--- src/rtl/hc16x_counter.sv ---
// hc16x_counter: parametrised up/down modulo counter with hc161-style CEP/CET/TC cascade controls,
// synchronous clear, parallel load and a registered wrap pulse.
module hc16x_counter #(
    parameter int WIDTH   = 4,
    parameter int MODULUS = 16
) (
    input  logic             CP,
    input  logic             MRN,
    input  logic             SRN,
    input  logic             PEN,
    input  logic             CEP,
    input  logic             CET,
    input  logic             UDN,
    input  logic [WIDTH-1:0] Dn,
    output logic [WIDTH-1:0] Qn,
    output logic             TC,
    output logic             WRAP
);
    localparam logic [WIDTH-1:0] TOP = WIDTH'(MODULUS - 1);

    logic [WIDTH-1:0] q_nxt;
    logic             wrap_nxt;

    if (WIDTH < 2 || WIDTH > 16 || MODULUS < 2 || MODULUS > (1 << WIDTH)) begin : g_bad_param
        $error("hc16x_counter: WIDTH must be 2..16 and MODULUS 2..2**WIDTH");
    end

    // Out-of-range loaded values fall back into range on the next count step.
    always_comb begin
        q_nxt    = Qn;
        wrap_nxt = 1'b0;
        if (!SRN) begin
            q_nxt = '0;
        end else if (!PEN) begin
            q_nxt = Dn;
        end else if (CEP && CET) begin
            if (UDN) begin
                wrap_nxt = Qn >= TOP;
                q_nxt    = wrap_nxt ? '0 : Qn + 1'b1;
            end else begin
                wrap_nxt = Qn == '0;
                q_nxt    = (wrap_nxt || Qn > TOP) ? TOP : Qn - 1'b1;
            end
        end
    end

    always_ff @(posedge CP or negedge MRN) begin
        if (!MRN) begin
            Qn   <= '0;
            WRAP <= 1'b0;
        end else begin
            Qn   <= q_nxt;
            WRAP <= wrap_nxt;
        end
    end

    assign TC = CET & (UDN ? Qn == TOP : Qn == '0);
endmodule
--- config.mk ---
export PLATFORM = sky130hd
export DESIGN_NAME = hc16x_counter
export DESIGN_NICKNAME = d
export VERILOG_FILES = /design/src/rtl/hc16x_counter.sv
export SDC_FILE = /design/constraint.sdc
export NUM_CORES = 1
export LEC_CHECK = 0
export BUFFER_PORTS_ARGS = -buffer_cell sky130_fd_sc_hd__buf_4
export CORE_AREA = 2 2 39 41
export CTS_BUF_LIST = sky130_fd_sc_hd__clkbuf_8 sky130_fd_sc_hd__clkbuf_16
export DETAILED_ROUTE_END_ITERATION = 8
export DIE_AREA = 0 0 41 43
export SLEW_MARGIN = 20
export SYNTH_ARGS = -nofsm -noshare
export SYNTH_HDL_FRONTEND = slang
export SYNTH_SLANG_ARGS = --single-unit
--- constraint.sdc ---
create_clock -name CP -period 4.06 [get_ports CP]
set_input_delay 0.609 -clock CP [delete_from_list [all_inputs] [get_ports CP]]
set_output_delay 0.609 -clock CP [all_outputs]
set_load 0.05 [all_outputs]
After elaboration in Yosys (flattened, before gate mapping)
Index checks and enable logic that the tools add are counted.
- reductions and logical operators: 3
- eq/ne operators: 2
- bitwise gates (word level): 1
- magnitude comparators: 2
- mux-type cells: 11
- add/subtract/negate cells: 2
- operator list (cell ; number):
    $mux 4 ; 6
    $mux 1 ; 5
    $add 4x1->4 const B ; 1
    $eq 4x4->1 const B ; 1
    $ge 4x4->1 const B ; 1
    $gt 4x4->1 const B ; 1
    $logic_not 4->1 ; 1
    $sub 4x1->4 const B ; 1
    $ne 3x2->1 const B ; 1
    $and 1x1->1 ; 1
    $logic_and 1x1->1 ; 1
    $logic_or 1x1->1 ; 1
- input port bits: 11
- register bits: 5
- word-level logic and storage cells: 23
- output and inout bits: 6

Longest topological paths before layout
Gate-level depths: netlist (run 1).
- depth in word-level cells: 7
- gate-level depth with buffers: 6

Worst setup path before layout (run 1)
Ideal clock, no wire load.
- path type: reg2out
- start: register Qn[0]
- end: output TC
- path slack: 1.733 ns
- data arrival time: 1.718 ns
- buffers on the path: 0
- required time: 3.451 ns
- cell stages (with the launch flop): 6
- path through: dfrtp_1 inv_1 ha_1 nand2b_4 o31ai_1 and2_1
- word-level cells in the longest chain between the ends: 3
- elaborated cells between the ends (all ways): 4
- RTL lines (what ; RTL line ; source):
    start: declaration ; 15 ; output logic [WIDTH-1:0] Qn,
    start signal: assignment ; 52 ; Qn <= q_nxt;
    $eq 4x4->1 or $logic_not 4->1 (tied branches) ; 57 ; assign TC = CET & (UDN ? Qn == TOP : Qn == '0);
    $mux 1 (*) ; 57 ;
    $and 1x1->1 (*) ; 57 ;
    end: declaration ; 16 ; output logic TC,
Every way passes the cells marked *; elsewhere a longest branch is shown, timed or not.

Final worst setup path (run 1)
Same ends and word-level chain as after synthesis.

==> flow_metrics.env, run 1 <==
export IMPL_outcome="finished, final reports clean"
export IMPL_wl_met3_um=36
export IMPL_maxUsedRoutingLayer="met4"
export IMPL_synth_seq_cells=5
export IMPL_drive_gt1_share_pct=34.3
export IMPL_critPathSlowestCell="dfrtp_1"
export IMPL_vias_per_cell=4.76
export IMPL_num_nets_final=82
export IMPL_setup_viol=0
export IMPL_required_ps=3450
export IMPL_powerDensity_nw_per_um2=344
export IMPL_syn_area_um2=442
export IMPL_grt_pass1_wl_um=1530
export IMPL_portBuffers=16
export IMPL_synth_area_leaders="dfrtp_1, ha_1, o211a_1"
export IMPL_grt_max_degree=12
export IMPL_grt_pass1_vias=366
export IMPL_syn_inst=49
export IMPL_finalCritPeriodShare_pct=55.7
export IMPL_n_antenna_cell=0
export IMPL_antenna_found_initial=0
export IMPL_total_power_mw=0.210
export IMPL_ctsResizeCount=0
export IMPL_synth_nets=63
export IMPL_crit_family="flip-flops"
export IMPL_syn_avg_cell_area_um2=9.01
export IMPL_clock_root_buffer="clkbuf_8"
export IMPL_htreeDepth=1
export IMPL_fmax_mhz=442
export IMPL_die_x_um=41
export IMPL_postCtsSetupBuffers=0
export IMPL_slew_viol_final=0
export IMPL_cp_arrival_ps=1650
export IMPL_core_area_um2=1380
export IMPL_cp_buffers_inverters=2
export IMPL_firstDrtPassIters=2
export IMPL_final_cells=83
export IMPL_place_gp_congestion=0.717
export IMPL_crit_fanout=6
export IMPL_clk_latency_ps=220
export IMPL_cts_tree="yes"
export IMPL_place_inst=79
export IMPL_groute_usage_overall_pct=13.0
export IMPL_die_area_um2=1760
export IMPL_route_vias_total=395
export IMPL_start_kind="register"
export IMPL_layout_commonest_cell="buf_4"
export IMPL_maxCapViolations=0
export IMPL_yosysWarnings=0
export IMPL_hold_buffers=0
export IMPL_clkSlewWorstSetupHoldPaths_ps=40
export IMPL_drt_iter0_markers=7
export IMPL_fin_skew_ps=0.491
export IMPL_r2r_end="Qn[3]"
export IMPL_met2RoutedLength_um=436
export IMPL_hold_class="in2async"
export IMPL_final_min_clock_period_ps=2260
export IMPL_rr_worst_depth=6
export IMPL_cts_max_path_buffers=2
export IMPL_cts_buffers=3
export IMPL_synth_top_area_share_pct=28.3
export IMPL_die_y_um=43
export IMPL_synth_top_area_cell="dfrtp_1"
export IMPL_synth_cell_types=30
export IMPL_worstMarginPinSlew_ps=270
export IMPL_cp_end_kind="output pin"
export IMPL_ys_seq_area_share_pct=28.3
export IMPL_routed_wirelength_um=937
export IMPL_max_stage_delay_ps=420
export IMPL_crit_chain="inv_1, ha_1, nand2b_4, o31ai_1, and2_1, buf_4"
export IMPL_clock_sinks=5
export IMPL_rsz0062_at_grt="no"
export IMPL_rrSetupSlack_ps=2490
export IMPL_m1WireLength_um=442
export IMPL_r2r_start="Qn[0]"
export IMPL_core_rowCount=14
export IMPL_syn2layout_area_growth_pct=38.5
export IMPL_overflow=0
export IMPL_ant_nets=0
export IMPL_leakage_nw=0.302
export IMPL_relSlewSlack_pct=81.7
export IMPL_finalHoldViolCount=0
export IMPL_vdd_drop_max_mv=0.156
export IMPL_io_pins=17
export IMPL_crit_type="reg2out"
export IMPL_start_util_pct=31.9
export IMPL_setup_tns_ps=0
export IMPL_final_cell_mix="buf_4, inv_1, dfrtp_1"
export IMPL_wl_per_cell_um=11.3
export IMPL_drc_errors=0
## worst reg2reg max path: cells and delay by family, from the launching register on
family	cells	cell delay (ps)
AOI/OAI and AO/OA	4	690
DFF	1	420
buffers and inverters	1	160
adders and majority gates	1	230
## registers in the layout, summed over array words and instances, names as in the netlist
name,count
Qn,4
WRAP,1
## synth_stat cells, drive strengths merged
master	n
dfrtp	5
inv	5
nand2	5
o21ai	4
ha	3
a21oi	2
nand4	2
nor2	2
o211a	2
o311a	2
a22o	1
a22oi	1
and2	1
buf	1
clkbuf	1
mux2i	1
nand2b	1
nand3	1
nor3b	1
nor4	1
nor4b	1
o211ai	1
o21a	1
o21bai	1
o31ai	1
xnor2	1
xor2	1
## metal layers
layer	vias to the layer above	track usage, %
li1	214	-
met1	168	17.8
met2	10	16.9
met3	3	3.14
met4	0	10.0
met5	-	0
## through the flow
step | util (%) | setup slack (ps) | area [µm²] | hold WS, ps
final | 44.2 | 1800 | 612 | 179
after global routing | 44.2 | 1640 | 612 | 181
after CTS | 44.2 | 1770 | 612 | 176
after detailed placement | 41.0 | 2010 | 567 | 413
after global placement | 41.0 | 2040 | 567 | 415
after floorplan | - | 1730 | 442 | 313
## cell type report
| class | instances | area [µm²] |
|---|---|---|
| Fill cell | 140 | 772 |
| Timing Repair Buffer | 16 | 120 |
| Inverter | 5 | 18.8 |
| Clock buffer | 3 | 41.3 |
| Clock inverter | 1 | 3.75 |
| Sequential cell | 5 | 125 |
| Multi-Input combinational cell | 37 | 283 |
| Tap cell | 16 | 20.0 |
## worst max path at each step
| stage | start | to | slack, ps | cells after the start |
|---|---|---|---|---|
| CTS | Qn[0] | TC | 1770 | 6 |
| global placement | Qn[0] | TC | 2040 | 6 |
| floorplan | Qn[0] | TC | 1730 | 5 |
| finish | Qn[0] | TC | 1800 | 6 |
| detailed placement | Qn[0] | TC | 2010 | 6 |
| global route | Qn[0] | TC | 1640 | 6 |
## power by group
group | internal (mW) | switching (mW)
clock network | 0.0649 | 0.0253
logic | 0.0269 | 0.0347
registers | 0.0532 | 0.00533
## cell families (layout without fill, tap and decap cells)
| kind of cell | after synthesis | in the layout | synth area share, % |
|---|---|---|---|
| AOI/OAI and AO/OA | 16 | 16 | 27.5 |
| and+or+nand+nor | 15 | 15 | 21.8 |
| buffers and inverters | 7 | 25 | 7.65 |
| DFF | 5 | 5 | 28.3 |
| adders and majority gates | 3 | 3 | 8.50 |
| xor gates and xnor gates | 2 | 2 | 3.97 |
| muxes | 1 | 1 | 2.27 |
Power figures use the tool's default switching activity.
==> inputs of run 2 (changes only) <==
- ABC_AREA: unset -> 1
- clock period: 4.06 -> 2.24 ns (I/O delays scaled with it)
==> run 2 against run 1 <==
  * Die area unchanged
  * Total power grew 98%
  * Combinational power grew 120%
  * Via count grew 23%
  * Synthesized cell count is 37% higher
  * Flip-flop and latch count unchanged
  * Worst setup slack lost 1400 ps
  * First-iteration DRC count rose by 86%
  * Non-clock buffer count is 1 higher
  * Clock skew increased by 5.6 ps
  * Area after synthesis is 0.85% lower
  * Critical endpoint unchanged
  * Largest power group unchanged
==> flow_metrics.env, run 2 <==
export IMPL_worstMarginPinSlew_ps=319
export IMPL_cp_buffers_inverters=1
export IMPL_route_vias_total=487
export IMPL_groute_usage_overall_pct=15.2
export IMPL_syn_area_um2=438
export IMPL_powerDensity_nw_per_um2=669
export IMPL_fin_skew_ps=6.08
export IMPL_synth_top_area_share_pct=28.6
export IMPL_die_y_um=43
export IMPL_clk_latency_ps=230
export IMPL_regMostFlops="Qn"
export IMPL_core_rowCount=14
export IMPL_die_area_um2=1760
export IMPL_syn_inst=67
export IMPL_finalHoldViolCount=0
export IMPL_die_x_um=41
export IMPL_p_int_mw=0.267
export IMPL_final_cells=103
export IMPL_ant_nets=0
export IMPL_leakage_nw=0.349
export IMPL_clkPwrFrac_pct=40.5
export IMPL_synth_cell_types=18
export IMPL_fin_area_um2=622
export IMPL_htreeDepth=1
export IMPL_cts_max_path_buffers=2
export IMPL_start_util_pct=31.6
export IMPL_rsz0062_at_grt="no"
export IMPL_grt_pass1_wl_um=1740
export IMPL_holdWs_ps=385
export IMPL_routed_wirelength_um=1100
export IMPL_synth_area_leaders="dfrtp_1, nand2_1, ha_1"
export IMPL_setup_viol=0
export IMPL_largest_reg_flops=4
export IMPL_clkSlewWorstSetupHoldPaths_ps=40
export IMPL_relSlewSlack_pct=78.8
export IMPL_cts_tree="yes"
export IMPL_place_inst=98
export IMPL_crit_fanout=6
export IMPL_top_regs="Qn (4), WRAP (1)"
export IMPL_crit_family="flip-flops"
export IMPL_setup_tns_ps=0
export IMPL_fmax_mhz=535
export IMPL_critPathSlowestCell="dfrtp_1"
export IMPL_clock_sinks=5
export IMPL_hold_class="in2reg"
export IMPL_outcome="finished, final reports clean"
export IMPL_portBuffers=16
export IMPL_clock_root_buffer="clkbuf_8"
export IMPL_place_gp_congestion=0.833
export IMPL_max_stage_delay_ps=430
export IMPL_cp_arrival_ps=1530
export IMPL_wl_per_cell_um=10.7
export IMPL_crit_type="reg2out"
export IMPL_synthFlopType="dfrtp_1"
export IMPL_antenna_found_initial=0
export IMPL_syn_avg_cell_area_um2=6.54
export IMPL_vias_per_cell=4.73
export IMPL_required_ps=1900
export IMPL_ys_seq_area_share_pct=28.6
export IMPL_syn2layout_area_growth_pct=42.0
export IMPL_final_cell_mix="nand2_1, buf_4, inv_1"
export IMPL_vdd_drop_max_mv=0.371
export IMPL_finalCritPeriodShare_pct=83.5
export IMPL_io_pins=17
export IMPL_layout_commonest_cell="nand2_1"
export IMPL_n_antenna_cell=0
export IMPL_overflow=0
export IMPL_core_area_um2=1380
export IMPL_slew_viol_final=0
export IMPL_synth_common_cells="nand2_1, inv_1, nor2_1"
export IMPL_synth_top_area_cell="dfrtp_1"
export IMPL_synth_most_common_cell="nand2_1"
export IMPL_start_kind="register"
export IMPL_final_min_clock_period_ps=1870
export IMPL_drc_errors=0
export IMPL_grt_max_degree=10
export IMPL_postCtsSetupBuffers=0
export IMPL_crit_top_cell="nand2_1"
export IMPL_num_nets_final=102
export IMPL_post_dp_cell_area_um2=567
export IMPL_drive_gt1_share_pct=26.4
export IMPL_total_power_mw=0.416
export IMPL_p_comb_share_pct=32.2
export IMPL_hpwlAfterDp_um=863
export IMPL_fill_cells=132
export IMPL_switching_share_pct=36.0
export IMPL_p_sw_mw=0.150
export IMPL_yosysWarnings=0
export IMPL_synthArstFlopShare_pct=100
export IMPL_drt_iter0_markers=13
export IMPL_maxCapViolations=0
export IMPL_synth_nets=81
export IMPL_grt_pass1_vias=424
export IMPL_synth_seq_cells=5
export IMPL_synth_enable_flop_cells=0
export IMPL_p_seq_share_pct=27.4
export IMPL_cts_buffers=3
export IMPL_firstDrtPassIters=4
export IMPL_cp_end_kind="output pin"
export IMPL_crit_chain="ha_1, nand2_1, o21ai_0, nand2_1, nor2_1, buf_4"
## run 2: cell count changes in the layout (fill, tap and decap cells not counted), sizes merged, moves of 2 or more
cell | previous run | this run
nand3 | 1 | 4
o21ai | 4 | 7
o311a | 2 | 0
inv | 6 | 11
o211a | 2 | 0
nor2 | 2 | 9
nand2 | 5 | 21
## run 2: area by class of cell
class | count | area [µm²] | area share (%)
Sequential cell | 5 | 125 | 20.1
Tap cell | 16 | 20.0 | 3.22
Timing Repair Buffer | 17 | 130 | 20.9
Clock inverter | 1 | 3.75 | 0.604
Inverter | 11 | 42.5 | 6.84
Multi-Input combinational cell | 50 | 259 | 41.6
Clock buffer | 3 | 41.3 | 6.64
## run 2: repair_timing
| action | in CTS | in global routing |
|---|---|---|
| setup endpoints to repair | 0 | 0 |
| hold buffers | 1 | 0 |
| resized for setup | 0 | 0 |
| endpoints found under the hold margin | 5 | 0 |
## run 2: power by group through the flow
| stage | clock [mW] | combinational, mW | sequential (mW) |
|---|---|---|---|
| after CTS | 0.173 | 0.134 | 0.114 |
| after detailed placement | 0 | 0.132 | 0.115 |
| final | 0.168 | 0.134 | 0.114 |
| after global routing | 0.182 | 0.149 | 0.116 |
| after global placement | 0 | 0.133 | 0.114 |
| after floorplan | 0 | 0.0661 | 0.137 |
## run 2: stage by stage
stage               setup slack (ps)  util, %
global placement                 593     41.0
floorplan                       43.7        -
detailed placement               612     41.0
global route                     208     44.9
CTS                              364     44.9
finish                           370     44.9
## run 2: per-layer routing
layer / part of all wire [%] / GRT usage [%] / wire length (µm)
met4: 0 / 10.0 / 0
met2: 49 / 19.7 / 540
met5: 0 / 0 / 0
met1: 43 / 20.8 / 473
met3: 7.7 / 4.71 / 84
## run 2: worst paths after layout
kind	from	end	slack (ps)	depth (start not counted)
setup / recovery	Qn[1]	TC	370	6
hold / removal	CEP	WRAP	390	3
setup reg to reg	Qn[0]	Qn[1]	860	6
hold reg to reg	Qn[3]	Qn[3]	610	2
max in group asynchronous	MRN	WRAP	1670	2
min in group asynchronous	MRN	Qn[0]	450	2
## run 2: cell families after synthesis
kind of cell	Yosys count	synth area share (%)
and+or+nand+nor	36	34.0
buffers and inverters	12	12.3
adders and majority gates	3	8.57
DFF	5	28.6
AOI/OAI and AO/OA	10	14.6
xor gates and xnor gates	1	2.00
## run 2: worst min-delay path: stages
cell	delay, ps
buf_4	120
nand2_1	50
nor3_1	50
